### config.mk
export PLATFORM = sky130hd
export DESIGN_NAME = int_ctrl_flat
export DESIGN_NICKNAME = d
export VERILOG_FILES = /design/src/rtl/int_ctrl_bus_if.sv /design/src/rtl/int_ctrl.sv /design/src/flat_wrapper.sv
export SDC_FILE = /design/constraint.sdc
export NUM_CORES = 1
export LEC_CHECK = 0
export ABC_AREA = 1
export CORE_MARGIN = 3
export CORE_UTILIZATION = 37
export DETAILED_ROUTE_END_ITERATION = 10
export GPL_ROUTABILITY_DRIVEN = 0
export PLACE_DENSITY_LB_ADDON = 0.25
export SYNTH_ARGS = -nofsm -noshare
export SYNTH_HDL_FRONTEND = slang
export SYNTH_SLANG_ARGS = --single-unit
### constraint.sdc
create_clock -name clk -period 1.27 [get_ports clk]
set_clock_uncertainty 0.1 [all_clocks]
set_input_delay 0.254 -clock clk [delete_from_list [all_inputs] [get_ports clk]]
set_output_delay 0.254 -clock clk [all_outputs]
set_load 0.05 [all_outputs]
### src/rtl/int_ctrl_bus_if.sv
// ============================================================================
// Module      : int_ctrl_bus_if
// Description : Register-access bus between a CPU-side master and int_ctrl.
// Revision    : 1.0 - initial release
// ============================================================================
`default_nettype none

interface int_ctrl_bus_if;
  logic        stb_i;
  logic        we_i;
  logic [1:0]  addr_i;
  logic [31:0] dat_i;
  logic [31:0] dat_o;
  logic        ack_o;

  modport master (
    output stb_i, we_i, addr_i, dat_i,
    input  dat_o, ack_o
  );

  modport slave (
    input  stb_i, we_i, addr_i, dat_i,
    output dat_o, ack_o
  );
endinterface

`default_nettype wire

### src/rtl/int_ctrl.sv
// ============================================================================
// Module      : int_ctrl
// Description : 4-source edge-triggered interrupt controller with fixed
//               priority (source 0 highest), REQ/SERVICE handshake and
//               register bus. Define INT_CTRL_SYNC_EN for a 2-flop input
//               synchronizer on irq_src.
// Revision    : 1.0 - initial release
// ============================================================================
`default_nettype none

module int_ctrl (
  input  wire logic       clk,
  input  wire logic       reset,
  input  wire logic [3:0] irq_src,
  input  wire logic       Iack,
  output logic            Ireq,
  output logic [3:0]      gntInt,
  int_ctrl_bus_if.slave   bus
);

  localparam logic [1:0] c_ST_IDLE    = 2'd0;
  localparam logic [1:0] c_ST_REQ     = 2'd1;
  localparam logic [1:0] c_ST_SERVICE = 2'd2;

  localparam logic [1:0] c_A_MASK    = 2'd0;
  localparam logic [1:0] c_A_PENDING = 2'd1;
  localparam logic [1:0] c_A_STATUS  = 2'd2;
  localparam logic [1:0] c_A_EOI     = 2'd3;

  logic [1:0]  r_state;
  logic [1:0]  w_state_nxt;
  logic [3:0]  r_mask;
  logic [3:0]  r_pending;
  logic [3:0]  r_irq_prev;
  logic [1:0]  r_winner;
  logic [2:0]  r_in_service;
  logic        r_ack;
  logic [31:0] r_dat;

  logic [3:0]  w_irq_s;
  logic [3:0]  w_edge;
  logic [3:0]  w_elig;
  logic        w_win_vld;
  logic [1:0]  w_win_idx;
  logic [3:0]  w_grant_oh;
  logic        w_access;
  logic        w_wr;
  logic        w_eoi_wr;
  logic        w_iack_take;
  logic [3:0]  w_pend_clr;
  logic [31:0] w_rdata;
  logic        w_unused;

`ifdef INT_CTRL_SYNC_EN
  logic [3:0] r_sync1;
  logic [3:0] r_sync2;

  always_ff @(posedge clk or negedge reset) begin
    if (!reset) begin
      r_sync1 <= 4'd0;
      r_sync2 <= 4'd0;
    end else begin
      r_sync1 <= irq_src;
      r_sync2 <= r_sync1;
    end
  end

  assign w_irq_s = r_sync2;
`else
  assign w_irq_s = irq_src;
`endif

  // Previous-sample flop resets to 0 so a level held through reset counts as an edge.
  assign w_edge      = w_irq_s & ~r_irq_prev;
  assign w_elig      = r_pending & r_mask;
  assign w_win_vld   = |w_elig;
  assign w_grant_oh  = 4'b0001 << r_winner;

  assign w_access    = bus.stb_i & ~r_ack;
  assign w_wr        = w_access & bus.we_i;
  assign w_eoi_wr    = w_wr & (bus.addr_i == c_A_EOI);
  assign w_iack_take = (r_state == c_ST_REQ) & Iack;

  assign w_unused    = &{1'b0, bus.dat_i[31:4]};

  always_comb begin
    w_win_idx = 2'd0;
    casez (w_elig)
      4'b???1: w_win_idx = 2'd0;
      4'b??10: w_win_idx = 2'd1;
      4'b?100: w_win_idx = 2'd2;
      4'b1000: w_win_idx = 2'd3;
      default: w_win_idx = 2'd0;
    endcase
  end

  always_comb begin
    w_pend_clr = 4'd0;
    if (w_wr && (bus.addr_i == c_A_PENDING))
      w_pend_clr = w_pend_clr | bus.dat_i[3:0];
    if (w_iack_take)
      w_pend_clr = w_pend_clr | w_grant_oh;
  end

  always_comb begin
    w_rdata = 32'd0;
    case (bus.addr_i)
      c_A_MASK:    w_rdata = {28'd0, r_mask};
      c_A_PENDING: w_rdata = {28'd0, r_pending};
      c_A_STATUS:  w_rdata = {27'd0, r_state, r_in_service};
      default:     w_rdata = 32'd0;
    endcase
  end

  // State register
  always_ff @(posedge clk or negedge reset) begin
    if (!reset) r_state <= c_ST_IDLE;
    else        r_state <= w_state_nxt;
  end

  // Next-state logic
  always_comb begin
    w_state_nxt = r_state;
    case (r_state)
      c_ST_IDLE:    if (w_win_vld) w_state_nxt = c_ST_REQ;
      c_ST_REQ:     if (Iack)      w_state_nxt = c_ST_SERVICE;
      c_ST_SERVICE: if (w_eoi_wr)  w_state_nxt = c_ST_IDLE;
      default:                     w_state_nxt = c_ST_IDLE;
    endcase
  end

  // Output logic: the grant is held purely by the latched winner while in REQ.
  always_comb begin
    Ireq   = 1'b0;
    gntInt = 4'd0;
    if (r_state == c_ST_REQ) begin
      Ireq   = 1'b1;
      gntInt = w_grant_oh;
    end
  end

  always_ff @(posedge clk or negedge reset) begin
    if (!reset) begin
      r_irq_prev   <= 4'd0;
      r_pending    <= 4'd0;
      r_mask       <= 4'd0;
      r_winner     <= 2'd0;
      r_in_service <= 3'd0;
    end else begin
      r_irq_prev <= w_irq_s;
      // Edge set is OR'ed after the clear so a coincident set wins.
      r_pending  <= (r_pending & ~w_pend_clr) | w_edge;
      if (w_wr && (bus.addr_i == c_A_MASK))
        r_mask <= bus.dat_i[3:0];
      if ((r_state == c_ST_IDLE) && w_win_vld)
        r_winner <= w_win_idx;
      if (w_iack_take)
        r_in_service <= {1'b1, r_winner};
      else if ((r_state == c_ST_SERVICE) && w_eoi_wr)
        r_in_service <= 3'd0;
    end
  end

  always_ff @(posedge clk or negedge reset) begin
    if (!reset) begin
      r_ack <= 1'b0;
      r_dat <= 32'd0;
    end else begin
      r_ack <= w_access;
      r_dat <= w_access ? w_rdata : 32'd0;
    end
  end

  assign bus.ack_o = r_ack;
  assign bus.dat_o = r_dat;

endmodule

`default_nettype wire
### src/flat_wrapper.sv
// flat-port wrapper written by rule: the top's interface ports become plain ports
module int_ctrl_flat 
  (clk, reset, irq_src, Iack, Ireq, gntInt, bus_stb_i, bus_we_i, bus_addr_i, bus_dat_i, bus_dat_o, bus_ack_o);
  int_ctrl_bus_if bus_i ();
  input  wire logic clk;
  input  wire logic reset;
  input  wire logic [3:0] irq_src;
  input  wire logic Iack;
  output logic Ireq;
  output logic [3:0] gntInt;
  input wire logic [$bits(bus_i.stb_i)-1:0] bus_stb_i;
  input wire logic [$bits(bus_i.we_i)-1:0] bus_we_i;
  input wire logic [$bits(bus_i.addr_i)-1:0] bus_addr_i;
  input wire logic [$bits(bus_i.dat_i)-1:0] bus_dat_i;
  output wire logic [$bits(bus_i.dat_o)-1:0] bus_dat_o;
  output wire logic [$bits(bus_i.ack_o)-1:0] bus_ack_o;
  assign bus_i.stb_i = bus_stb_i;
  assign bus_i.we_i = bus_we_i;
  assign bus_i.addr_i = bus_addr_i;
  assign bus_i.dat_i = bus_dat_i;
  assign bus_dat_o = bus_i.dat_o;
  assign bus_ack_o = bus_i.ack_o;
  int_ctrl u_core (.clk(clk), .reset(reset), .irq_src(irq_src), .Iack(Iack), .Ireq(Ireq), .gntInt(gntInt), .bus(bus_i));
endmodule
==> results list <==
- Tmin final: between 1500 and 2000 ps
- Before CTS, the worst setup slack after placement is -344 ps.
* Power dissipated by switching net loads: 1520 uW
- In this run the worst hold path is classified as in2async.
* Number of design-rule violations left by the first detailed-router iteration: 29
- Worst path bufs/invs: 2
- For this design, the slowest cell found on the critical path is sky130_fd_sc_hd__dfrtp_2.
* WL per Instance: about 10 um
- The first global-routing pass estimated between 4 and 5 mm of wire.
- Nets: between 200 and 300
* Iteration count of the initial detailed-routing pass: 4
- The number of antenna violations at the first check in global routing was 0.
- Failing checks: negative setup slack
* Ratio of cells with drive above 1 in the final layout: approximately 30%
- Synth warnings: 0
- Comb power frac: between 50% and 60%
- Clock insertion delay at the later pin of the skew report: 260 ps
- In this run the clock root is driven by a sky130_fd_sc_hd__clkbuf_8.
- Number of CTS-inserted buffers: 3
- Worst path cell trace: inv_2, nand2_2, nor2_4, buf_12
- Fraction of power consumed by the clock network: 12.7%
* Setup repair after global routing missed its margin: yes
* Cell Pwr Density: 1750 nW/um^2
- After clock tree synthesis, the clock-pin slew on the worst setup and hold paths is roughly 80 ps.
- In this run the deepest clock path goes through 2 buffers.
* Initial standard-cell utilization of the core: 39.5%
- Fin. Hold Viols: 0
* Number of top-level pins: 81
- Counting cells, the worst reg-to-reg path comes to 8.
- Counting distinct cell types in the post-synthesis netlist gives 17.
* Setup CP Type: reg2out
- The floorplan step set the die width to 66.6 um.
- Leading cell type in the layout, fill and taps excluded: sky130_fd_sc_hd__nand2_1
- Hold repair after CTS inserted 0 buffers.
- CTS sink cnt: 25
* Growth of design area from synthesis to finish: 49.6%
* Critical path fanouts, max: 4
- Total number of vias: roughly 1100
* Critical Path AT: 1170 ps
- Buffers placed on the I/O ports in this run total 25.
- DR DRC count: 0
- Wires add up to 2.74 mm.
- Largest voltage drop on the vdd net: ~760 uV
* Pin count of the biggest net entering global routing: 26
- The die is between 60 and 70 um tall.
* Area post-placement: 1830 um^2
- Fill cell instance count of the final layout: between 300 and 400
* Post-synthesis sequential element count: 25
* Number of global-route vias before repair: 984
- Run status: finished with violations
- Count of antenna-violating nets left after detailed routing: 0
* Post-route standard cell area excluding fillers: 2030 um^2
* Highest Clock Rate: approximately 660 MHz
- Critical path launch point type: flop
- Worst endpoint required time: about 920 ps
- The final critical path takes up 120% of the cycle.
- The number of pins with negative max-slew slack in the final report came to 0.
- 0 antenna diodes ended up in the layout.
* Core Region: roughly 3400 um^2
- The internal portion of the total power is around 2000 uW.
- Row generation in the floorplan step produced 21 rows.
* Number of levels the H-tree was split into: 1
* Drt via density: around 4.2
* Leading cell types in the layout, fill and taps excluded: sky130_fd_sc_hd__nand2_1 (52), sky130_fd_sc_hd__conb_1 (27), sky130_fd_sc_hd__dfrtp_1 (21)
- After routing, the total negative slack on setup checks comes to -1200 ps.
- Endpoint kind of the worst setup timing path: output port
- After layout, the worst setup slack is -255 ps.
* Count of cell instances traversed by the critical path: 4
* Critical path's largest stage delay: around 450 ps
- Crit-path leading delay family: flip-flops
* Lkg Pwr: ~0.0011 uW
- Sequential power share: between 30 and 40%
- Area of the mapped netlist: around 1400 um^2
- In the synthesized netlist, the number of instances is 174.
* Leftover overflow at the end of global routing: 0
- Number of max-capacitance violations reported: 0
- Estimated wirelength of the detail-placed design: about 2.1 mm
* Clock tree from TritonCTS: yes
- Share of the yosys chip area belonging to registers: between 40% and 50%
- Each instance of the synthesized netlist takes up on average between 7 and 8 um^2.
- Area enclosed by the die boundary: ~4400 um^2
* Net switching fraction of the power: approximately 43%
- Count of endpoints failing setup in the final report: 7
- In the global route stage, overall resource usage came out at 12.6%.
==> metal layers <==
| layer | vias to the layer above | wire [um] | global-route usage (%) | part of all wire [%] |
|---|---|---|---|---|
| li1 | 567 | - | - | - |
| met1 | 501 | 1060 | 15.1 | 39 |
| met2 | 35 | 1470 | 21.8 | 54 |
| met3 | 4 | 189 | 4.05 | 6.9 |
| met4 | 0 | 21 | 3.05 | 0.77 |
| met5 | - | 0 | 0 | 0 |
==> kinds of logic (layout without fill, tap and decap cells) <==
logic type	count (synthesis)	in the layout	synth area share, %
buffers and inverters	50	70	21.3
and+or+nand+nor	91	91	29.7
other	1	27	0.276
AOI/OAI and AO/OA	7	7	2.76
DFF	25	25	46.0
==> cells in the mapped netlist <==
cell,n,area [um^2]
sky130_fd_sc_hd__nand4_1,1,6.26
sky130_fd_sc_hd__and3_1,1,6.26
sky130_fd_sc_hd__nor2_2,3,18.8
sky130_fd_sc_hd__nor2_1,7,26.3
sky130_fd_sc_hd__conb_1,1,3.75
sky130_fd_sc_hd__inv_1,23,86.3
sky130_fd_sc_hd__buf_4,27,203
sky130_fd_sc_hd__o21a_1,1,7.51
sky130_fd_sc_hd__nand3_4,1,17.5
sky130_fd_sc_hd__nand2_1,60,225
sky130_fd_sc_hd__nand3_2,1,10.0
sky130_fd_sc_hd__nor2_4,1,11.3
sky130_fd_sc_hd__nand3_1,13,65.1
sky130_fd_sc_hd__nor3_1,2,10.0
sky130_fd_sc_hd__dfrtp_1,25,626
sky130_fd_sc_hd__o21ai_0,6,30.0
sky130_fd_sc_hd__nand2_2,1,6.26
==> area by class of cell <==
class / count / area (um^2) / share of cell area (%)
tap: 46 / 57.6 / 2.83
multi-input combinational: 125 / 669 / 32.9
timing repair buffer: 43 / 544 / 26.8
clock buffer: 4 / 45.0 / 2.22
sequential: 25 / 631 / 31.0
inverter: 23 / 86.3 / 4.25
==> flip-flops by register name, indices dropped and copies added (netlist names) <==
signal	flops
u_core.r_pending	4
u_core.bus.dat_o	5
u_core.r_mask	4
u_core.r_state	2
u_core.r_irq_prev	4
u_core.r_winner	2
u_core.bus.ack_o	1
u_core.r_in_service	3
==> per-stage QoR <==
step                power [uW]  hold slack (ps)  utilization (%)  cells
floorplan                 2180             -142                -    200
global placement          2780              365             53.1    258
detailed placement        2800              366             53.1    258
CTS                       3420              234             56.2    265
global route              3820              222             59.1    266
finish                    3560              230             59.1    266
==> final timing paths <==
check	startpoint	end	slack, ps
max reg2reg	u_core.r_state[0]$_DFFE_PN0P_	u_core.r_winner[0]$_DFFE_PN0P_	-20
min in group clk	bus_addr_i[1]	u_core.r_state[1]$_DFFE_PN0P_	340
min	reset	u_core.bus.ack_o$_DFF_PN0_	230
min reg2reg	u_core.r_irq_prev[0]$_DFF_PN0_	u_core.r_pending[0]$_DFF_PN0_	370
max in group asynchronous	reset	u_core.r_winner[0]$_DFFE_PN0P_	670
max	u_core.r_winner[0]$_DFFE_PN0P_	gntInt[2]	-250
==> power groups by stage <==
stage | Sequential (uW) | Clock [uW] | Combinational [uW]
after floorplan | 1210 | 0 | 965
after global placement | 1160 | 0 | 1620
after detailed placement | 1170 | 0 | 1630
after CTS | 1170 | 469 | 1780
after global routing | 1210 | 517 | 2100
final | 1170 | 452 | 1930
==> what timing repair did <==
item,in CTS,in global routing
gates cloned,0,0
endpoints found under the setup margin,12,23
gates resized for setup,12,28
buffers inserted,3,4
endpoints found under the hold margin,0,0
pin swaps,3,14
(Power assumes the default switching activity.)
